File: src/rtl/fifo_stream_reader_if.sv
// rtl/fifo_stream_reader_if.sv - upstream FIFO read port and downstream word stream
// Purpose: bundles the FIFO read-side handshake and the valid/ready output stream.
// Signals:
//   fifo_empty  FIFO -> reader   upstream FIFO empty flag
//   fifo_rd     reader -> FIFO   read strobe, data returns one cycle later
//   fifo_data   FIFO -> reader   read data
//   out_valid   reader -> sink   head word valid
//   out_ready   sink -> reader   sink accepts head word
//   out_data    reader -> sink   head word
//   out_last    reader -> sink   head word closes a burst
interface fifo_stream_reader_if #(
  parameter int DataWidth = 16
);
  logic                 fifo_empty;
  logic                 fifo_rd;
  logic [DataWidth-1:0] fifo_data;
  logic                 out_valid;
  logic                 out_ready;
  logic [DataWidth-1:0] out_data;
  logic                 out_last;

  modport master (
    input  fifo_empty, fifo_data, out_ready,
    output fifo_rd, out_valid, out_data, out_last
  );

  modport slave (
    output fifo_empty, fifo_data, out_ready,
    input  fifo_rd, out_valid, out_data, out_last
  );
endinterface

File: src/rtl/fifo_stream_reader.sv
// rtl/fifo_stream_reader.sv - FIFO drain stage with 3-entry skid buffer and burst framing
// Purpose: fetches words from a one-cycle-latency FIFO read port, buffers them in a
// 3-entry circular skid buffer and emits them as a valid/ready stream with out_last
// every BurstLen words, or on the last word of a drain.
// Ports:
//   clk         clock, rising edge
//   rst         asynchronous active-low reset
//   en          high = fetch and stream, low = drain then idle
//   bus         master side of fifo_stream_reader_if (FIFO read port + output stream)
//   busy        state is not IDLE
//   word_count  beats transferred since reset, wraps at 2^32
module fifo_stream_reader #(
  parameter int DataWidth = 16,
  parameter int BurstLen  = 64,
  parameter int BeatWidth = $clog2(BurstLen)
) (
  input  logic                  clk,
  input  logic                  rst,
  input  logic                  en,
  fifo_stream_reader_if.master  bus,
  output logic                  busy,
  output logic [31:0]           word_count
);

  typedef enum logic [1:0] {IDLE, RUN, DRAIN} state_e;

  localparam logic [BeatWidth-1:0] LastBeat = BeatWidth'(BurstLen - 1);

  state_e               state_q, state_d;
  logic [1:0]           occ_q, occ_d;
  logic [1:0]           wr_ptr_q, rd_ptr_q;
  logic                 inflight_q;
  logic [DataWidth-1:0] mem0_q, mem1_q, mem2_q;
  logic [DataWidth-1:0] head;
  logic [BeatWidth-1:0] beat_q, beat_d;
  logic [31:0]          word_count_q;
  logic [2:0]           held;
  logic                 fetch, push, pop, short_last, last;

  function automatic logic [1:0] ptr_next(input logic [1:0] p);
    return (p == 2'd2) ? 2'd0 : p + 2'd1;
  endfunction

  // Words already owned by this stage: buffered plus the one still on the FIFO bus.
  // Limiting the sum to 3 is what makes buffer overflow impossible.
  assign held  = {1'b0, occ_q} + {2'b00, inflight_q};
  assign fetch = (state_q == RUN) && !bus.fifo_empty && (held < 3'd3);
  assign push  = inflight_q;
  assign pop   = bus.out_valid && bus.out_ready;

  // Closes a short final burst: draining and this is the only word left anywhere.
  assign short_last = (state_q == DRAIN) && (occ_q == 2'd1) && !inflight_q;
  assign last       = bus.out_valid && ((beat_q == LastBeat) || short_last);

  always_comb begin
    head = mem0_q;
    case (rd_ptr_q)
      2'd1:    head = mem1_q;
      2'd2:    head = mem2_q;
      default: head = mem0_q;
    endcase
  end

  assign bus.fifo_rd   = fetch;
  assign bus.out_valid = (occ_q != 2'd0);
  assign bus.out_data  = head;
  assign bus.out_last  = last;
  assign busy          = (state_q != IDLE);
  assign word_count    = word_count_q;

  always_comb begin
    state_d = state_q;
    case (state_q)
      IDLE:    if (en) state_d = RUN;
      RUN:     if (!en) state_d = DRAIN;
      DRAIN: begin
        if (en)                                  state_d = RUN;
        else if (occ_q == 2'd0 && !inflight_q)   state_d = IDLE;
      end
      default: state_d = IDLE;
    endcase
  end

  always_comb begin
    occ_d = occ_q;
    case ({push, pop})
      2'b10:   occ_d = occ_q + 2'd1;
      2'b01:   occ_d = occ_q - 2'd1;
      default: occ_d = occ_q;
    endcase
  end

  always_comb begin
    beat_d = beat_q;
    if (state_d == IDLE && state_q != IDLE) beat_d = '0;
    else if (pop)                           beat_d = last ? '0 : beat_q + 1'b1;
  end

  always_ff @(posedge clk or negedge rst) begin
    if (!rst) begin
      state_q      <= IDLE;
      occ_q        <= 2'd0;
      wr_ptr_q     <= 2'd0;
      rd_ptr_q     <= 2'd0;
      inflight_q   <= 1'b0;
      mem0_q       <= '0;
      mem1_q       <= '0;
      mem2_q       <= '0;
      beat_q       <= '0;
      word_count_q <= 32'd0;
    end else begin
      state_q    <= state_d;
      occ_q      <= occ_d;
      inflight_q <= fetch;
      beat_q     <= beat_d;
      if (push) begin
        case (wr_ptr_q)
          2'd1:    mem1_q <= bus.fifo_data;
          2'd2:    mem2_q <= bus.fifo_data;
          default: mem0_q <= bus.fifo_data;
        endcase
        wr_ptr_q <= ptr_next(wr_ptr_q);
      end
      if (pop) begin
        rd_ptr_q     <= ptr_next(rd_ptr_q);
        word_count_q <= word_count_q + 32'd1;
      end
    end
  end

endmodule

File: src/flat_wrapper.sv
// flat-port wrapper written by rule: the top's interface ports become plain ports
module fifo_stream_reader_flat 
#(
  parameter int DataWidth = 16,
  parameter int BurstLen  = 64,
  parameter int BeatWidth = $clog2(BurstLen)
)
  (clk, rst, en, busy, word_count, bus_fifo_empty, bus_fifo_data, bus_out_ready, bus_fifo_rd, bus_out_valid, bus_out_data, bus_out_last);
  fifo_stream_reader_if #(.DataWidth(DataWidth)) bus_i ();
  input  logic clk;
  input  logic rst;
  input  logic en;
  output logic busy;
  output logic [31:0] word_count;
  input wire logic [$bits(bus_i.fifo_empty)-1:0] bus_fifo_empty;
  input wire logic [$bits(bus_i.fifo_data)-1:0] bus_fifo_data;
  input wire logic [$bits(bus_i.out_ready)-1:0] bus_out_ready;
  output wire logic [$bits(bus_i.fifo_rd)-1:0] bus_fifo_rd;
  output wire logic [$bits(bus_i.out_valid)-1:0] bus_out_valid;
  output wire logic [$bits(bus_i.out_data)-1:0] bus_out_data;
  output wire logic [$bits(bus_i.out_last)-1:0] bus_out_last;
  assign bus_i.fifo_empty = bus_fifo_empty;
  assign bus_i.fifo_data = bus_fifo_data;
  assign bus_i.out_ready = bus_out_ready;
  assign bus_fifo_rd = bus_i.fifo_rd;
  assign bus_out_valid = bus_i.out_valid;
  assign bus_out_data = bus_i.out_data;
  assign bus_out_last = bus_i.out_last;
  fifo_stream_reader #(.DataWidth(DataWidth), .BurstLen(BurstLen), .BeatWidth(BeatWidth)) u_core (.clk(clk), .rst(rst), .en(en), .bus(bus_i), .busy(busy), .word_count(word_count));
endmodule
File: config.mk
export PLATFORM = sky130hd
export DESIGN_NAME = fifo_stream_reader_flat
export DESIGN_NICKNAME = d
export VERILOG_FILES = /design/src/rtl/fifo_stream_reader_if.sv /design/src/rtl/fifo_stream_reader.sv /design/src/flat_wrapper.sv
export SDC_FILE = /design/constraint.sdc
export NUM_CORES = 1
export LEC_CHECK = 0
export CAP_MARGIN = 20
export CORE_MARGIN = 3
export CORE_UTILIZATION = 30
export CTS_BUF_LIST = sky130_fd_sc_hd__clkbuf_2
export DETAILED_ROUTE_END_ITERATION = 10
export PLACE_DENSITY_LB_ADDON = 0.12
export SLEW_MARGIN = 20
export SYNTH_ARGS = -nofsm -noshare
export SYNTH_HDL_FRONTEND = slang
export SYNTH_SLANG_ARGS = --single-unit
File: constraint.sdc
create_clock -name clk -period 3.1 [get_ports clk]
set_input_delay 0.62 -clock clk [delete_from_list [all_inputs] [get_ports clk]]
set_output_delay 0.62 -clock clk [all_outputs]
set_load 0.005 [all_outputs]
==> impl_metrics.ini <==
[critical_path]
crit_cells = 6
r2r_end = u_core.beat_q[0]$_DFFE_PN0P_
path_cells = buf_4, ha_2, clkbuf_16, a22oi_1, a21oi_1, clkdlybuf4s50_1
crit_slowest_cell = dfrtp_1
critPathCaptureType = output pin
crit_path_end = bus_out_data[12]
cp_top_family = buffers and inverters
worst_r2r_path_depth = 6
start_kind = register
startpoint = u_core.rd_ptr_q[1]$_DFFE_PN0P_
regToRegSetupSlack_ns = 0.86
cp_data_arrival_time_ns = 2.27
max_stage_delay_ns = 0.45
crit_path_max_fanout = 8
critPathBufInv = 3
r2r_start = u_core.occ_q[0]$_DFFE_PN0P_
required_ns = 2.48
worstSetupPathType = reg -> out

[layout]
seq_area_um2 = 2380
diodes = 0
drive_above_1_share_pct = 22.3
nNetsFinal = 506
multi_input_area_um2 = 2060
final_area_um2 = 5800
area_delta_synth_final_pct = 29.4
nFillCells = 1403

[timing]
max-slew-margin-rel_pct = 46.4
hold_violations = 0
worstMarginPinSlew_ns = 0.802
clock_skew_ns = 0.0201
setup_viol = 0
period_share_pct = 93.3
tns_ns = 0
fin_crit_ns = 2.89
fmax_mhz = 346
drv_slew = 0

[detailed_routing]
first_iter_violations = 135
drcViolationCount = 0
antenna_left = 0
routedWlPerCell_um = 15.8
num_vias = 3150
drt_wl_total_um = 10400
vias_per_cell = 4.78
firstDrtPassIters = 4

[grt]
grt_first_pass_wirelength_um = 16500
grt_usage_pct = 12.6
grtUsageMet1_pct = 15.1
gr-max-usage-layer = met2
grt.overflow.total = 0
grt_pass1_vias = 3293
met3_usage_pct = 5.25
antenna_found_initial = 0
grt_max_degree = 39
use_met2_pct = 20.8

[pwr]
combPwrFrac_pct = 48.7
cellInternalPower_mw = 3.39
p_sw_mw = 1.71
seq_power_share_pct = 37.9
p_sw_share_pct = 33.5
p_per_area_nw_per_um2 = 879
leakagePower_nw = 2.52
vdd_drop_max_uv = 434
pwr-share-clk_pct = 13.3

[synthesis]
yosysWarnings = 0
ys.flop_type = dfrtp_1
synth_nets = 419
ys_seq_area_share_pct = 53.0
synth_cells = 383
syn-cell-area_um2 = 4480
yosys.cell_types.count = 39
postSynthAreaPerCell_um2 = 11.7
ys_async_sr_fraction_pct = 100
synth-edff-count = 0
ys_ff_latch = 95

[floorplanning]
std_cell_rows = 44
start_util_pct = 30.7
die_y_um = 128
design.core.area_um2 = 14600
io_pins = 73
die-area_um2 = 16400
die-width_um = 128

[clock_tree]
clk_pin_slew_ns = 0.26
htree_num_levels = 3
clockBufferDepth = 2
numCtsBuffers = 9
cts_sinks = 95
clk_latency_ns = 0.57
root_buffer = clkbuf_2
cts_tree = built

[placement]
placed_area_um2 = 5450
dp_hpwl_um = 6810
place_congestion = 0.748
numPortBuffers = 72

[hold_path]
hp-class = reg -> reg

[run_status]
status = finished, final reports clean

[job]
cap_viol_max_count = 0
[cell families after synthesis]
logic type      after synthesis  share of synthesized area [%]
flops                        95                           53.0
fa+ha+maj                    15                           4.19
compound gates               55                           7.95
xor+xnor                     33                           6.45
simple gates                109                           13.4
buf+inv                      26                           2.46
mux                          50                           12.6
[sequential cells by signal (all words and copies together), names as in the netlist]
register	flops
u_core.state_q	2
u_core.inflight_q	1
u_core.rd_ptr_q	2
u_core.occ_q	2
u_core.mem2_q	16
u_core.wr_ptr_q	2
u_core.word_count	32
u_core.mem1_q	16
u_core.mem0_q	16
u_core.beat_q	6
[cells in the mapped netlist, types with 2 or more instances]
cell      number  area, um2
clkbuf_1      10       37.5
nand4_1        7       43.8
a211oi_1       2       15.0
nor3_2         7       70.1
nand3_1        9       45.0
ha_1          15        188
a21oi_1       18       90.1
and3_1         4       25.0
buf_2          4       20.0
inv_1         11       41.3
mux2_2        50        563
o21ai_0       10       50.1
nor2b_1        5       31.3
a22oi_1       16        120
xnor2_1       14        123
nor3_1         3       15.0
nand2_1       27        101
and4_1         3       26.3
nor2_1        25       93.8
dfrtp_1       95       2380
a32o_1         3       30.0
or2_2          4       25.0
nand2b_1       2       12.5
xor2_1        19        166
nor4_1         6       37.5
[worst min path at each step]
stage | start | to | slack (ns) | cells after the start
finish | u_core.word_count[31]$_DFFE_PN0P_ | u_core.word_count[31]$_DFFE_PN0P_ | 0.49 | 1
global route | rst | u_core.word_count[0]$_DFFE_PN0P_ | 0.46 | 2
global placement | u_core.word_count[31]$_DFFE_PN0P_ | u_core.word_count[31]$_DFFE_PN0P_ | 0.45 | 1
CTS | rst | u_core.word_count[0]$_DFFE_PN0P_ | 0.45 | 2
floorplan | rst | u_core.beat_q[0]$_DFFE_PN0P_ | 0.32 | 0
detailed placement | u_core.word_count[31]$_DFFE_PN0P_ | u_core.word_count[31]$_DFFE_PN0P_ | 0.46 | 1
[cell usage in the layout, fill, tap and decap left out, types with 10 or more instances in the layout]
| cell | instances |
|---|---|
| a22oi_1 | 16 |
| nand2_1 | 27 |
| a21oi_1 | 18 |
| clkdlybuf4s50_1 | 67 |
| ha_1 | 11 |
| xor2_1 | 19 |
| nor2_1 | 25 |
| o21ai_0 | 10 |
| buf_4 | 12 |
| xnor2_1 | 14 |
| mux2_2 | 50 |
| dfrtp_1 | 94 |
[worst reg2reg max path: stages, from the launching register on]
cell      delay (ns)
dfrtp_1         0.46
buf_4           0.15
ha_1            0.22
or2_2           0.30
a31o_2          0.24
a211oi_1        0.57
mux2_2          0.27
[final cells by class]
cell class,instances,area share [%]
Clock buffer,9,0.777
Tap cell,184,3.97
Inverter,11,0.712
Clock inverter,7,1.51
Timing Repair Buffer,91,16.6
Sequential cell,95,41.0
Multi-Input combinational cell,262,35.4
[metal layers]
| metal | up-vias | share of wire [%] |
|---|---|---|
| met5 | - | 0 |
| met4 | 0 | 1.2 |
| met3 | 8 | 5.8 |
| met2 | 57 | 49 |
| met1 | 1557 | 44 |
| li1 | 1528 | - |
[power by group through the flow]
stage	Clock [mW]	Sequential [mW]	Combinational, mW
floorplan	0	1.90	1.20
global placement	0	1.95	2.14
detailed placement	0	1.97	2.17
CTS	0.730	1.94	2.26
global route	0.774	2.00	2.78
finish	0.680	1.93	2.48
[through the flow]
stage          worst slack (ns)  utilization [%]  instances  total power [mW]  hold WS (ns)
3_3_place_gp              0.402             37.4        634              4.09         0.454
4_1_cts                 0.00681             38.7        653              4.92         0.446
2_1_floorplan              1.08                -        383              3.10         0.324
5_1_grt                -0.00803             39.8        659              5.55         0.456
3_5_place_dp              0.288             37.4        634              4.14         0.461
6_report                  0.209             39.8        659              5.10         0.489
[timing repair]
action                                  in CTS  in global routing
hold endpoints to repair                    36                  0
hold buffers                                 1                  0
gates cloned                                 0                  3
setup buffers                                2                  3
gates resized for setup                      8                 17
pin swaps                                    0                  1
endpoints found under the setup margin      18                 17
Note: power is estimated with default switching activity, not from simulation.
